--- src/rtl/cpu_step_clock.sv ---
// CPU clock source: free-running divided clock (fast/slow) or one debounced
// pulse per step-button press, with a rise strobe and a rising-edge counter.
module cpu_step_clock #(
   parameter int DEB_CNT    = 50000,
   parameter int FAST_DIV   = 2,
   parameter int SLOW_DIV   = 24,
   parameter int PULSE_HALF = 8
) (
   input  logic        clk,
   input  logic        rstn,
   input  logic        mode_run,
   input  logic        speed_sel,
   input  logic        step_btn,
   input  logic        halt,
   output logic        cpu_clk,
   output logic        cpu_rise,
   output logic [31:0] step_cnt,
   output logic        btn_db
);

   localparam int            DW       = (DEB_CNT > 1) ? $clog2(DEB_CNT) : 1;
   localparam logic [DW-1:0] DEB_LAST = DW'(DEB_CNT - 1);
   localparam logic [31:0]   H_FAST   = 32'd1 << FAST_DIV;
   localparam logic [31:0]   H_SLOW   = 32'd1 << SLOW_DIV;
   localparam logic [31:0]   H_STEP   = 32'(PULSE_HALF);

   typedef enum logic [1:0] {S_IDLE, S_HI, S_LO} state_t;

   state_t        r_state;
   state_t        w_state_nxt;
   logic [1:0]    r_btn_sync;
   logic [1:0]    r_run_sync;
   logic [1:0]    r_spd_sync;
   logic [DW-1:0] r_deb_cnt;
   logic          r_btn_db;
   logic          r_pending;
   logic          r_cpu_clk;
   logic          r_cpu_rise;
   logic [31:0]   r_step_cnt;
   logic [31:0]   r_phase;
   logic [31:0]   r_half;
   logic          w_btn;
   logic          w_run;
   logic          w_spd;
   logic          w_deb_fire;
   logic          w_press;
   logic          w_phase_end;
   logic          w_enter_hi;
   logic [31:0]   w_half_nxt;

   assign w_btn       = r_btn_sync[1];
   assign w_run       = r_run_sync[1];
   assign w_spd       = r_spd_sync[1];
   assign w_deb_fire  = (w_btn != r_btn_db) && (r_deb_cnt == DEB_LAST);
   assign w_press     = w_deb_fire && w_btn && !w_run;
   assign w_phase_end = (r_phase == r_half - 32'd1);
   assign w_half_nxt  = w_run ? (w_spd ? H_SLOW : H_FAST) : H_STEP;

   // NOTE: sequential state uses non-blocking (<=) so every flop samples pre-edge values.
   always_ff @(posedge clk) begin
      if (!rstn) begin
         r_btn_sync <= '0;
         r_run_sync <= '0;
         r_spd_sync <= '0;
         r_deb_cnt  <= '0;
         r_btn_db   <= 1'b0;
      end else begin
         r_btn_sync <= {r_btn_sync[0], step_btn};
         r_run_sync <= {r_run_sync[0], mode_run};
         r_spd_sync <= {r_spd_sync[0], speed_sel};
         if (w_btn == r_btn_db) begin
            r_deb_cnt <= '0;
         end else if (w_deb_fire) begin
            r_btn_db  <= w_btn;
            r_deb_cnt <= '0;
         end else begin
            r_deb_cnt <= r_deb_cnt + DW'(1);
         end
      end
   end

   // NOTE: defaults first so no path through this block can infer a latch.
   always_comb begin
      w_state_nxt = r_state;
      w_enter_hi  = 1'b0;
      case (r_state)
         S_IDLE: begin
            if (!halt && (w_run || r_pending)) begin
               w_state_nxt = S_HI;
               w_enter_hi  = 1'b1;
            end
         end
         S_HI: begin
            if (w_phase_end) w_state_nxt = S_LO;
         end
         S_LO: begin
            if (w_phase_end) begin
               if (w_run && !halt) begin
                  w_state_nxt = S_HI;
                  w_enter_hi  = 1'b1;
               end else begin
                  w_state_nxt = S_IDLE;
               end
            end
         end
         default: w_state_nxt = S_IDLE;
      endcase
   end

   // Half-period is latched at HI entry so mode/speed changes never truncate a pulse.
   always_ff @(posedge clk) begin
      if (!rstn) begin
         r_state    <= S_IDLE;
         r_pending  <= 1'b0;
         r_cpu_clk  <= 1'b0;
         r_cpu_rise <= 1'b0;
         r_step_cnt <= '0;
         r_phase    <= '0;
         r_half     <= H_STEP;
      end else begin
         r_state    <= w_state_nxt;
         r_cpu_clk  <= (w_state_nxt == S_HI);
         r_cpu_rise <= w_enter_hi;
         if (w_enter_hi) begin
            r_pending  <= 1'b0;
            r_phase    <= '0;
            r_half     <= w_half_nxt;
            r_step_cnt <= r_step_cnt + 32'd1;
         end else begin
            if (w_press && (r_state == S_IDLE)) r_pending <= 1'b1;
            if (r_state != S_IDLE) r_phase <= w_phase_end ? 32'd0 : r_phase + 32'd1;
         end
      end
   end

   assign cpu_clk  = r_cpu_clk;
   assign cpu_rise = r_cpu_rise;
   assign step_cnt = r_step_cnt;
   assign btn_db   = r_btn_db;

endmodule

--- config.mk ---
export PLATFORM = sky130hd
export DESIGN_NAME = cpu_step_clock
export DESIGN_NICKNAME = d
export VERILOG_FILES = /design/src/rtl/cpu_step_clock.sv
export SDC_FILE = /design/constraint.sdc
export NUM_CORES = 1
export LEC_CHECK = 0
export CORE_ASPECT_RATIO = 0.9
export CORE_MARGIN = 3
export CORE_UTILIZATION = 45
export CTS_CLUSTER_DIAMETER = 30
export DETAILED_ROUTE_END_ITERATION = 8
export PLACE_DENSITY = 0.68
export SLEW_MARGIN = 10
export SYNTH_ARGS = -nofsm -noshare
export SYNTH_HDL_FRONTEND = slang
export SYNTH_SLANG_ARGS = --single-unit
--- constraint.sdc ---
create_clock -name clk -period 9.4 [get_ports clk]
set_clock_uncertainty 0.1 [all_clocks]
set_input_delay 1.88 -clock clk [delete_from_list [all_inputs] [get_ports clk]]
set_output_delay 1.88 -clock clk [all_outputs]
set_load 0.05 [all_outputs]
After elaboration in Yosys (flattened, before gate mapping)
Index checks and enable logic that the tools add are counted.
- add/sub/neg operators: 4
- equality and inequality tests: 7
- multiplexer cells: 12
- bitwise operators: 2
- reduce and logical (&&, ||, !) cells: 14
- operators by type and width (operator ; number):
    adder 32 x 1 -> 32 bit, second input constant ; 2
    2-to-1 mux 25 bit ; 2
    equality test 32 bit ; 1
    2-to-1 mux 32 bit ; 1
    subtractor 32 x 1 -> 32 bit, second input constant ; 1
    adder 16 x 1 -> 16 bit, second input constant ; 1
    equality test 16 bit, second input constant ; 1
    logical AND 1 bit ; 6
    2-to-1 mux 2 bit ; 3
    one-hot mux 2 bit (3 select lines) ; 1
    equality test 2 x 1 -> 1 bit, second input constant ; 2
    2-to-1 mux 1 bit ; 4
    OR reduction 3 bit ; 1
    equality test 2 bit, second input constant ; 1
    logical NOT 1 bit ; 2
    logical NOT 2 bit ; 1
    NOT 1 bit ; 2
    one-hot mux 1 bit (2 select lines) ; 1
    AND reduction 2 bit ; 1
    nonzero test 2 bit ; 1
    OR reduction 2 bit ; 1
    equality test 1 bit ; 1
    logical OR 1 bit ; 1
    inequality test 1 bit ; 1
- flip-flop bits (word level): 124
- input port bits: 6
- output and inout port bits: 35
- logic and storage cells: 51

Longest topological paths before layout
- word-level depth: 6
- mapped depth: 12
- depth with buffers taken out: 10

Worst setup path after synthesis
Ideal clock, no wire load.
- path type: input to register
- from: input halt
- to: register r_step_cnt[11] (netlist: step_cnt[11])
- setup time: 0.070 ns
- data arrival time: 3.547 ns
- data required time: 9.230 ns
- setup slack: 5.682 ns
- stages on the path: 6
- buffers on the path: 1
- cell sequence: or3_1 a2111oi_4 nor2_2 buf_6 or4_1 a21oi_1
- cells in the longest elaborated chain, start to end: 5
- elaborated cells between the ends (all ways): 7
- those cells by class: mux (4); reduce/logical (3)
- ends and longest elaborated chain (what ; RTL line ; source):
    start, declared ; 14 ; input logic halt,
    logical NOT 1 bit (*) ; 88, 98 ;
    logical AND 1 bit ; 98 ; if (w_run && !halt) begin
    2-to-1 mux 1 bit ; 98 ;
    2-to-1 mux 1 bit ; 97 ; if (w_phase_end) begin
    one-hot mux 1 bit (2 select lines) (*) ; 86 ; case (r_state)
    end signal, assigned ; 128 ; r_step_cnt <= r_step_cnt + 32'd1;
    end, declared ; 39 ; logic [31:0] r_step_cnt;
Every way passes the cells marked *; elsewhere a longest branch is shown, timed or not.
A chain may end at the register's enable or synchronous reset.

Worst setup path after layout
- from: input halt
- to: register r_step_cnt[18] (netlist: step_cnt[18])
The elaborated chain is that of the path after synthesis.

==> qor.yml <==
synthesis:
  synth_cell_types: 43
  synth_adder_area_share: 0.0147
  synth-seq-cells: 95
  synth-seq-area-share: 0.445
  synthArstFlopShare: 0
  synth_ff_type: "dfxtp_1"
  syn_area_mm2: 0.00427
  synth.avg_cell_area_um2: 8.49
  synth_nets: 514
  synth_top_family_by_area: "simple AND/OR/NAND/NOR gates"
  synth-compound-area-share: 0.117
  synth-simple-area-share: 0.289
  yosysWarningCount: 0
  synth-edff-count: 0
  syn_inst: 503
  synth-xor-area-share: 0.0985
  synthMuxAreaShare: 0.00469
placement:
  place.gp.congestion: 0.782
  dpl.hpwl_um: 6050
  place_area_mm2: 0.00476
  port_buffers: 40
pwr:
  peakVddDrop_mv: 0.0754
  p_per_area_mw_per_mm2: 143
  power_mw: 0.710
  leakage_nw: 1.65
cells_and_area:
  final_area_mm2: 0.00497
  nNetsFinal: 549
  area_growth_pct: 16.5
  diodes: 0
  drive_above_1_share: 0.0571
run:
  cap_violations: 0
cts:
  cts.clk_slew.worst_paths_ns: 0.10
  clk_latency_ns: 0.37
  ctsHoldBuffers: 0
  post-cts-setup-buffer-count: 0
  h-tree-depth: 3
  root_buffer: "clkbuf_8"
  cts.sinks: 95
  cts_buffer_depth: 2
  cts_tree: "yes"
  numCtsBuffers: 9
  cts.repair.resized: 0
routing:
  dr.pass1.iters: 4
  drt_wl_total_um: 8730
  drcViolationCount: 0
  ant_nets: 0
  vias: 3588
  drtIter0Drc: 172
  vias_per_cell: 5.40
  wl_per_cell_um: 13.1
timing:
  tns_ns: 0
  fmax_mhz: 239
  rsz0062_at_grt: "no"
  min_period_ns: 4.19
  setup-violations-final: 0
  final_max_slew_viol_count: 0
  relSlewSlack: 0.212
  finalCritPeriodShare: 0.446
  tightest_slew_ns: 1.18
  hold_viol: 0
global_routing:
  antenna_found_initial: 0
  track_usage: 0.172
  grt_start_max_net_pins: 38
  grt_overflow: 0
  grt_pass1_vias: 3215
  grt_pass1_wl_um: 15000
setup_path:
  critPathArrivalTime_ns: 4.39
  cp.required_ns: 9.60
  path_class: "input pin to flop"
  endpoint_kind: "flop"
  critPathMaxFanout: 24
  r2r_setup_slack_ns: 5.87
  start_kind: "input pin"
die:
  die_y_um: 98.4
  start_util: 0.466
  core_area_mm2: 0.00917
  dieWidth_um: 109
  row_count: 33
  die_area_mm2: 0.0107
  io_pins: 41
outcome:
  status: "completed"
hold_path:
  hold_path_class: "flop to flop"
## state kept, by name (all words and copies together), names as in the netlist
signal / count
cpu_rise: 1
r_pending: 1
cpu_clk: 1
r_spd_sync: 2
step_cnt: 32
btn_db: 1
r_phase: 32
r_half: 3
r_run_sync: 2
r_deb_cnt: 16
r_btn_sync: 2
r_state: 2
## cell usage after synthesis, types with 13 or more instances
| cell | number | area [µm²] |
|---|---|---|
| nor2_1 | 64 | 240 |
| nand2_1 | 49 | 184 |
| or4_1 | 14 | 105 |
| clkbuf_1 | 15 | 56.3 |
| inv_1 | 13 | 48.8 |
| xnor2_1 | 15 | 131 |
| dfxtp_1 | 95 | 1900 |
| or3_1 | 22 | 138 |
| xor2_1 | 33 | 289 |
| nand4_1 | 15 | 93.8 |
| a21oi_1 | 34 | 170 |
| nand3_1 | 25 | 125 |
| o21ai_0 | 22 | 110 |
## cell families (layout without fill, tap and decap cells)
group	after synthesis	after routing
and+or+nand+nor	240	240
DFF	95	95
AOI/OAI and AO/OA	81	81
xor gates and xnor gates	48	48
buffers and inverters	32	72
adders and majority gates	5	5
muxes	2	2
## final timing paths
| kind | start | end | depth (start not counted) |
|---|---|---|---|
| worst min-delay path | r_spd_sync[0]$_SDFF_PN0_ | r_spd_sync[1]$_SDFF_PN0_ | 1 |
| worst max register to register | r_half[2]$_SDFFE_PN0P_ | step_cnt[18]$_SDFFE_PN0P_ | 10 |
| worst max-delay path | halt | step_cnt[18]$_SDFFE_PN0P_ | 6 |
| worst min register to register | r_spd_sync[0]$_SDFF_PN0_ | r_spd_sync[1]$_SDFF_PN0_ | 1 |
## layer usage
layer  track usage  wire length [µm]
met1         0.241              4380
met5             0                 0
met2         0.258              3910
met3        0.0516               350
met4        0.0417                79
## where the power goes
| part | internal [mW] | switching [mW] |
|---|---|---|
| sequential | 0.404 | 0.00163 |
| clock | 0.135 | 0.152 |
| combinational | 0.00530 | 0.0114 |
## cell usage in the layout, fill, tap and decap left out, types with 6 or more instances in the layout
| master | count |
|---|---|
| a21oi_1 | 34 |
| and2_1 | 11 |
| and3_1 | 9 |
| and4_1 | 8 |
| clkbuf_8 | 10 |
| clkdlybuf4s50_1 | 40 |
| dfxtp_1 | 95 |
| inv_1 | 13 |
| nand2_1 | 49 |
| nand3_1 | 25 |
| nand4_1 | 15 |
| nor2_1 | 64 |
| o21ai_0 | 22 |
| o31ai_1 | 6 |
| or3_1 | 22 |
| or4_1 | 14 |
| xnor2_1 | 15 |
| xor2_1 | 33 |
## worst max-delay path, cell delays in order
cell	delay (ns)
clkdlybuf4s50_1	0.44
or3_1	0.40
a2111oi_4	0.51
o211ai_2	0.41
or4_1	0.60
a21oi_1	0.14
## stage by stage
step | util | worst slack (ns) | hold WS, ns | instances
6_report | 0.543 | 5.21 | 0.343 | 665
5_1_grt | 0.543 | 5.09 | 0.371 | 665
4_1_cts | 0.543 | 5.23 | 0.343 | 665
3_5_place_dp | 0.519 | 4.83 | 0.319 | 649
3_3_place_gp | 0.519 | 4.92 | 0.315 | 649
2_1_floorplan | - | 5.68 | 0.312 | 503
## area by class of cell
cell class | instances | area [µm²]
Sequential cell | 95 | 1900
Inverter | 14 | 52.6
Clock buffer | 10 | 138
Multi-Input combinational cell | 376 | 2240
Timing Repair Buffer | 42 | 415
Clock inverter | 6 | 76.3
Tap cell | 122 | 153
Fill cell | 872 | 4190
Note: power is estimated with default switching activity, not from simulation.
